**config.mk**
```make
export PLATFORM = sky130hd
export DESIGN_NAME = rr_grant_arbiter
export DESIGN_NICKNAME = d
export VERILOG_FILES = /design/src/rtl/arb_pkg.sv /design/src/rtl/rr_pick.sv /design/src/rtl/rr_grant_arbiter.sv
export SDC_FILE = /design/constraint.sdc
export NUM_CORES = 1
export LEC_CHECK = 0
export CAP_MARGIN = 10
export CELL_PAD_IN_SITES_DETAIL_PLACEMENT = 0
export CELL_PAD_IN_SITES_GLOBAL_PLACEMENT = 1
export CORE_UTILIZATION = 37
export DETAILED_ROUTE_END_ITERATION = 6
export PLACE_DENSITY = 0.77
export SLEW_MARGIN = 20
export SYNTH_ARGS = -nofsm -noshare
export SYNTH_HDL_FRONTEND = slang
export SYNTH_SLANG_ARGS = --single-unit
```
**constraint.sdc**
```tcl
create_clock -name clk -period 2.1 [get_ports clk]
set_input_delay 0.315 -clock clk [delete_from_list [all_inputs] [get_ports clk]]
set_output_delay 0.315 -clock clk [all_outputs]
set_load 0.05 [all_outputs]
```
**src/rtl/arb_pkg.sv**
```systemverilog
// Shared types and defaults for the round-robin grant arbiter.
package arb_pkg;

  typedef enum logic {IDLE = 1'b0, GRANT = 1'b1} state_t;

  localparam int ARB_N        = 4;
  localparam int ARB_HOLD_MAX = 8;

  // Index width for an N-wide vector; never below one bit.
  function automatic int idx_w(input int n);
    return (n > 1) ? $clog2(n) : 1;
  endfunction

  typedef logic [$clog2(ARB_N)-1:0] idx_t;

endpackage

```
**src/rtl/rr_pick.sv**
```systemverilog
// Rotating-priority encoder: first set bit of req searching ptr, ptr+1, ... mod N.
module rr_pick
  import arb_pkg::*;
#(
  parameter int N  = ARB_N,
  parameter int IW = idx_w(N)
) (
  input  logic [N-1:0]  req,
  input  logic [IW-1:0] ptr,
  output logic [IW-1:0] winner,
  output logic          found
);

  int k;

  // Walk the rotated order backwards so the earliest hit is written last.
  always_comb begin
    winner = '0;
    found  = 1'b0;
    k      = 0;
    for (int i = N - 1; i >= 0; i--) begin
      k = int'(ptr) + i;
      if (k >= N) k = k - N;
      if (req[k]) begin
        winner = IW'(k);
        found  = 1'b1;
      end
    end
  end

endmodule

```
**src/rtl/rr_grant_arbiter.sv**
```systemverilog
// Round-robin arbiter with ack handshake and HOLD_MAX revoke; registered onehot0 grant.
// Optional onehot0 checker on gnt enabled by RR_GRANT_ARBITER_CHK_EN.
module rr_grant_arbiter
  import arb_pkg::*;
#(
  parameter int N        = ARB_N,
  parameter int HOLD_MAX = ARB_HOLD_MAX,
  parameter int IW       = idx_w(N)
) (
  input  logic          clk,
  input  logic          rst,
  input  logic [N-1:0]  req,
  input  logic          ack,
  output logic [N-1:0]  gnt,
  output logic          gnt_vld,
  output logic [IW-1:0] gnt_idx,
  output logic          timeout,
  output logic          err_onehot
);

  localparam int CW = $clog2(HOLD_MAX + 1);

  state_t        state, state_nxt;
  logic [IW-1:0] ptr, ptr_nxt;
  logic [CW-1:0] cnt, cnt_nxt;
  logic          ev_grant, ev_timeout;

  logic [N-1:0]  pick_req;
  logic [IW-1:0] pick_ptr, pick_win, win_inc;
  logic          pick_found;

  logic [N-1:0]  gnt_nxt;
  logic [IW-1:0] idx_nxt;

  // gnt_idx doubles as the held winner while in GRANT.
  assign win_inc  = (gnt_idx == IW'(N - 1)) ? '0 : gnt_idx + IW'(1);
  // In IDLE gnt is 0 so the mask is a no-op; in GRANT it drops the releasing owner.
  assign pick_req = req & ~gnt;
  assign pick_ptr = (state == GRANT) ? win_inc : ptr;

  rr_pick #(.N(N), .IW(IW)) u_pick (
    .req    (pick_req),
    .ptr    (pick_ptr),
    .winner (pick_win),
    .found  (pick_found)
  );

  always_ff @(posedge clk or posedge rst) begin
    if (rst) state <= IDLE;
    else     state <= state_nxt;
  end

  always_comb begin
    state_nxt  = state;
    ptr_nxt    = ptr;
    cnt_nxt    = cnt;
    ev_grant   = 1'b0;
    ev_timeout = 1'b0;
    case (state)
      IDLE: begin
        if (pick_found) begin
          state_nxt = GRANT;
          ev_grant  = 1'b1;
        end
      end
      GRANT: begin
        if (ack) begin
          ptr_nxt = win_inc;
          if (pick_found) ev_grant  = 1'b1;
          else            state_nxt = IDLE;
        end else if (!req[gnt_idx]) begin
          state_nxt = IDLE;
        end else if (cnt == CW'(HOLD_MAX - 1)) begin
          state_nxt  = IDLE;
          ev_timeout = 1'b1;
          ptr_nxt    = win_inc;
        end else begin
          cnt_nxt = cnt + CW'(1);
        end
      end
      default: state_nxt = IDLE;
    endcase
    if (ev_grant) cnt_nxt = '0;
  end

  always_comb begin
    gnt_nxt = '0;
    idx_nxt = '0;
    if (state_nxt == GRANT) begin
      idx_nxt = ev_grant ? pick_win : gnt_idx;
      gnt_nxt = ev_grant ? (N'(1) << pick_win) : gnt;
    end
  end

  always_ff @(posedge clk or posedge rst) begin
    if (rst) begin
      ptr     <= '0;
      cnt     <= '0;
      gnt     <= '0;
      gnt_vld <= 1'b0;
      gnt_idx <= '0;
      timeout <= 1'b0;
    end else begin
      ptr     <= ptr_nxt;
      cnt     <= cnt_nxt;
      gnt     <= gnt_nxt;
      gnt_vld <= (state_nxt == GRANT);
      gnt_idx <= idx_nxt;
      timeout <= ev_timeout;
    end
  end

`ifdef RR_GRANT_ARBITER_CHK_EN
  logic bad_gnt;
  assign bad_gnt = !$onehot0(gnt) || (gnt_vld != (|gnt));

  always_ff @(posedge clk or posedge rst) begin
    if (rst) err_onehot <= 1'b0;
    else     err_onehot <= err_onehot | bad_gnt;
  end

  always_ff @(posedge clk) begin
    if (!rst) assert (!bad_gnt) else $error("rr_grant_arbiter: gnt not onehot0 (%b)", gnt);
  end
`else
  assign err_onehot = 1'b0;
`endif

endmodule

```
# Word level (Yosys, flattened, before mapping)
# Cells that the tools add are included.
# word_totals
elab_cells,90
reg_bits,14
out_inout_bits,9
# classes
shift,1
order_cmp,9
n_reduce_logical,6
bitwise,3
n_mux,51
eq_ne,5
n_addsub,9
# ops
op,n
"less-than comparator 32 x 4 -> 1 bit, second input constant",4
two-way mux 32 bit,4
">= comparator 32 x 4 -> 1 bit, second input constant",3
"subtractor 32 x 4 -> 32 bit, second input constant",3
two-way mux 4 bit,7
two-way mux 1 bit,22
two-way mux 2 bit,11
binary-select mux 1 bit (select 2 bit),5
nonzero test 2 bit,4
"adder 2 x 2 -> 3 bit, second input constant",2
"adder 4 x 1 -> 4 bit, second input constant",1
bitwise AND 4 bit,1
"== test 4 x 3 -> 1 bit, second input constant",1
"!= test 2 x 1 -> 1 bit, second input constant",2
NOT 4 bit,1
one-hot mux 1 bit (2 select lines),2
AND reduction 4 bit,1
"<< shifter 1 x 2 -> 4 bit, first input constant",1
"subtractor 2 x 3 -> 4 bit, second input constant",1
"adder 2 x 1 -> 3 bit, second input constant",1
">= comparator 2 x 3 -> 1 bit, second input constant",1
"less-than comparator 2 x 3 -> 1 bit, second input constant",1
AND reduction 3 bit,1
"adder 2 x 1 -> 2 bit, second input constant",1
3 further kinds,3

# Logic depth before layout (Yosys ltp)
# logic_depth
depth_word,18
ltp_mapped,7
ltp_nobuf,6

# Hierarchy
# Synthesis repeated with hierarchy kept, for this count alone.
# hier_totals
cells_unflattened,84
area_unflattened_um2,853.3
# modules_own_cells
mod,area_each_um2,instances,cells_per_inst
rr_grant_arbiter,775.7,1,71
rr_pick,77.6,1,13

# Worst setup path after synthesis
# OpenSTA, ideal clock, no wires.
# synth_timing
path_type,register to register
start,register gnt_idx[1]
end,register ptr[0]
required_ps,1975
n_path_buf,0
path_stages_with_launch,5
arrival_time_ps,1981
setup_slack_ps,-6
cell_sequence,dfrtp_1 -> mux4_2 -> and4b_1 -> o21ai_1 -> mux2_2
# synth_between
elab_chain_cells,5
word_cells_on_any_way,9
# synth_lines
element,line_no,rtl
start: declaration,rr_grant_arbiter.sv:16,"output logic [IW-1:0] gnt_idx,"
start signal: assignment,rr_grant_arbiter.sv:108,gnt_idx <= idx_nxt;
== test 2 bit,rr_grant_arbiter.sv:36,assign win_inc = (gnt_idx == IW'(N - 1)) ? '0 : gnt_idx + IW'(1);
two-way mux 2 bit,rr_grant_arbiter.sv:36,
two-way mux 2 bit,rr_grant_arbiter.sv:73,end else if (cnt == CW'(HOLD_MAX - 1)) begin
two-way mux 2 bit,rr_grant_arbiter.sv:71,end else if (!req[gnt_idx]) begin
two-way mux 2 bit,rr_grant_arbiter.sv:67,if (ack) begin
end signal: assignment,rr_grant_arbiter.sv:104,ptr <= ptr_nxt;
end: declaration,rr_grant_arbiter.sv:24,"logic [IW-1:0] ptr, ptr_nxt;"
# Several ways; a longest one is shown, not always the timed one. The select of a mux whose other input is x is not followed.
# A chain may end at the register's enable or synchronous reset.

# Worst setup path after layout
# layout_timing
start,register gnt_idx[1]
end,register gnt[1]
# layout_between
elab_chain_cells,17
word_cells_on_any_way,51
# layout_lines
element,line_no,rtl
adder 2 x 1 -> 2 bit or == test 2 bit (tied branches),rr_grant_arbiter.sv:36,
two-way mux 2 bit (*),rr_grant_arbiter.sv:36,
net win_inc[1],rr_grant_arbiter.sv:29,"logic [IW-1:0] pick_ptr, pick_win, win_inc;"
two-way mux 2 bit (*),rr_grant_arbiter.sv:39,assign pick_ptr = (state == GRANT) ? win_inc : ptr;
adder 2 x 2 -> 3 bit,rr_pick.sv:22,k = int'(ptr) + i;
subtractor 32 x 4 -> 32 bit or >= comparator 32 x 4 -> 1 bit (tied branches),rr_pick.sv:23,if (k >= N) k = k - N;
two-way mux 32 bit,rr_pick.sv:23,
binary-select mux 1 bit (select 2 bit),rr_pick.sv:24,if (req[k]) begin
two-way mux 1 bit (implied by the code) (2 in series),rr_pick.sv:24,
two-way mux 1 bit (4 in series),rr_pick.sv:24,
two-way mux 1 bit,"rr_grant_arbiter.sv:61, rr_grant_arbiter.sv:69",
two-way mux 1 bit,rr_grant_arbiter.sv:67,
one-hot mux 1 bit (2 select lines),rr_grant_arbiter.sv:59,case (state)
!= test 2 x 1 -> 1 bit (no line) or two-way mux 4 bit (tied branches),-,
end signal: assignment,rr_grant_arbiter.sv:106,gnt <= gnt_nxt;
end: declaration,rr_grant_arbiter.sv:14,"output logic [N-1:0] gnt,"
# Mark *: on every way through the listed nets, which the timed path passes. The rest lies on a longest branch. The select of a mux whose other input is x is not followed.

==> key figures <==
Run status
  – Outcome: completed

Logic synthesis
  – Register bit count reported by yosys: 14
  – Post-synth top flop: dfrtp_1
  – Synthesized instance count: between 70 and 80
  – Sequential share of the synthesized area: 44.3%
  – Async set-reset flop share out of synthesis: 100%
  – YS warnings: 0
  – Post-Syn Nets: 87
  – Mapped Area: approximately 800 sq um
  – Post-synthesis area per instance: 10.1 sq um
  – Post-synth EDFFs: 0
  – Synth cell types: 37

Die
  – Initial Util: 39.9%
  – Core Rows: 16
  – Core area: 0.00198 sq mm
  – Die Y: about 48 um
  – Die width: around 48 um
  – Die area: 0.00233 sq mm
  – I/O Pins: 16

Setup path
  – Critical Path Max Stage Delay: 0.44 ns
  – Most used cell, CP: a211o_1
  – Worst Reg2Reg Path Length in Cells: 6
  – Critical path cell sequence: ha_1 > mux2i_1 > a211o_1 > a21oi_2 > a211o_1 > a22o_1
  – WS Path Type: flop to flop
  – Crit path required time: 2.27 ns
  – Arrival time at the worst endpoint: around 2.1 ns
  – Worst setup EP type: flop
  – Reg2Reg Setup Slack: ~0.16 ns
  – WP depth: 6
  – RR Startpoint: gnt_idx[1]
  – Crit path launch type: flop
  – Max FO, Critical Path: 5
  – Delay-heaviest family, CP: compound AO/OA/AOI/OAI gates
  – Slowest CP cell: dfrtp_2
  – FF-to-FF End: gnt[1]
  – Critical path buffer and inverter count: 0

Placed design
  – Post-DP HPWL: 1320 um
  – Placed Instances: 122
  – I/O Buffers: 14
  – GPL Wtd Cong: 0.698

Detailed routing
  – Final WL: 1640 um
  – Vias per cell: 5.33
  – Drt first-iter violations: 11
  – ANT nets after route: 0
  – DRC viols: 0
  – Drt wl/cell: between 10 and 15 um
  – Vias: 671
  – First-pass DRT Iterations: 4

Global routing
  – First-pass GRT wire length: between 2000 and 3000 um
  – Pin count of the biggest net entering global routing: 15
  – Number of global-route vias before repair: 639
  – Initial antenna violation count: 0
  – Total grt overflow: 0
  – Tot GR Track Use: ~17%

Cells and area
  – Share of layout cells above drive strength 1: 16.2%
  – Commonest non-fill, non-tap cell in the layout: clkdlybuf4s50_1
  – Commonest cells after routing, fill and taps aside: 14 x clkdlybuf4s50_1, 13 x dfrtp_1, 6 x nor2_1
  – Ant. Diodes: 0
  – Filler Cell Count: between 150 and 200
  – Multi-input combinational cell area: about 420 sq um
  – Layout area overhead: 29.9%
  – Layout net count: around 110
  – FF+latch area: 352 sq um
  – Non-filler instance count after layout: 126

STA
  – Fin. max-slew vios: 0
  – Slew @ Worst Pin: 0.533 ns
  – Period utilization: 92.5%
  – Min Tclk post-route: 1.94 ns
  – Peak Freq: approximately 0.51 GHz
  – Hold_ws: 0.374 ns
  – RSZ-0062 raised after global routing: no
  – Final hold vios: 0
  – Setup violations, final: 0
  – Clock skew: 0.00103 ns
  – Relative slew slack: between 60% and 70%

Pwr
  – Lkg Pwr: 0.000443 uW
  – Worst VDD drop: 0.000739 V
  – PD cells: 1390 mW/mm^2

Job
  – Max cap viols: 0

Clock tree
  – TritonCTS Buffers: 3
  – # hold bufs at CTS: 0
  – H-tree levels: 1
  – CTS clk-pin slew, worst paths: 0.09 ns
  – Clk sinks: 14
  – Cts repair resizes: 0
  – Worst-Skew Late Latency: 0.27 ns
  – CTS tree: yes
  – Clk buf depth: 2
  – Setup repair bufs after CTS: 0
  – CTS root buffer: clkbuf_4

Worst hold path
  – Worst Hold Class: input port to asynchronous set/reset pin
==> cell type report <==
class / instances / area share [%]
Multi-Input combinational cell: 60 / 40.9
Sequential cell: 14 / 34.2
Timing Repair Buffer: 19 / 17.3
Clock buffer: 4 / 3.53
Tap cell: 27 / 3.29
Inverter: 2 / 0.731
==> worst register-to-register path, cell delays in order (launching register included) <==
cell     delay, ns
dfrtp_2       0.44
ha_1          0.31
mux2i_1       0.35
a211o_1       0.17
a21oi_2       0.07
a211o_1       0.31
a22o_1        0.19
==> synth_stat cells, types with 2 or more instances <==
cell,count,share of area (%)
nand2_1,5,2.4
ha_1,2,3.2
nand3_1,2,1.3
o21ai_1,3,1.9
nor2_1,6,2.8
inv_1,2,0.95
a21oi_1,2,1.3
a22o_1,2,2.2
a211o_1,2,2.2
nand2b_1,4,3.2
nor2b_1,5,4.0
o21ai_0,3,1.9
mux2i_1,2,2.5
mux2_2,2,2.8
dfrtp_1,14,44
==> flip-flops by register name, indices dropped and copies added, names as in the netlist <==
register / cells
gnt_idx: 2
timeout: 1
ptr: 2
gnt_vld: 1
cnt: 4
gnt: 4
==> how the worst max path moves through the flow <==
stage | startpoint | to | slack [ns]
final | gnt_idx[1] | gnt[1] | 0.16
after detailed placement | req[3] | ptr[0] | -0.05
after CTS | gnt_idx[1] | gnt[1] | 0.16
after floorplan | gnt_idx[0] | gnt[1] | 0.04
after global placement | req[3] | ptr[0] | -0.006
after global routing | gnt_idx[1] | gnt[2] | 0.01
==> power by group <==
group | total, uW | switching (uW) | internal, uW
logic | 796 | 461 | 335
clock network | 193 | 87.2 | 105
registers | 438 | 82.7 | 356
total | 1430 | 631 | 795
==> routing by layer <==
metal  share of wire, %  GRT usage (%)
met5                  0              0
met4                  0           4.44
met3                4.1           3.70
met2                 45           24.5
met1                 51           24.4
==> cells by family (layout without fill, tap and decap cells) <==
kind of cell / Yosys count / in the layout / synth area share, %
compound gates: 21 / 21 / 18.7
xor+xnor: 1 / 1 / 1.11
fa+ha+maj: 2 / 2 / 3.16
buf+inv: 4 / 25 / 2.53
flops: 14 / 14 / 44.3
mux: 5 / 5 / 8.23
other cells: 1 / 1 / 0.474
simple gates: 30 / 30 / 21.5
==> metrics by stage <==
stage               area (sq um)  setup TNS [ns]  setup WS (ns)  util [%]  power, uW
floorplan                    792               0         0.0380         -        990
global placement             991         -0.0122       -0.00613      50.0       1230
detailed placement           991          -0.104        -0.0549      50.0       1240
CTS                         1030               0          0.158      51.8       1430
global route                1030               0         0.0108      51.8       1530
finish                      1030               0          0.157      51.8       1430
Note: power is estimated with default switching activity, not from simulation.
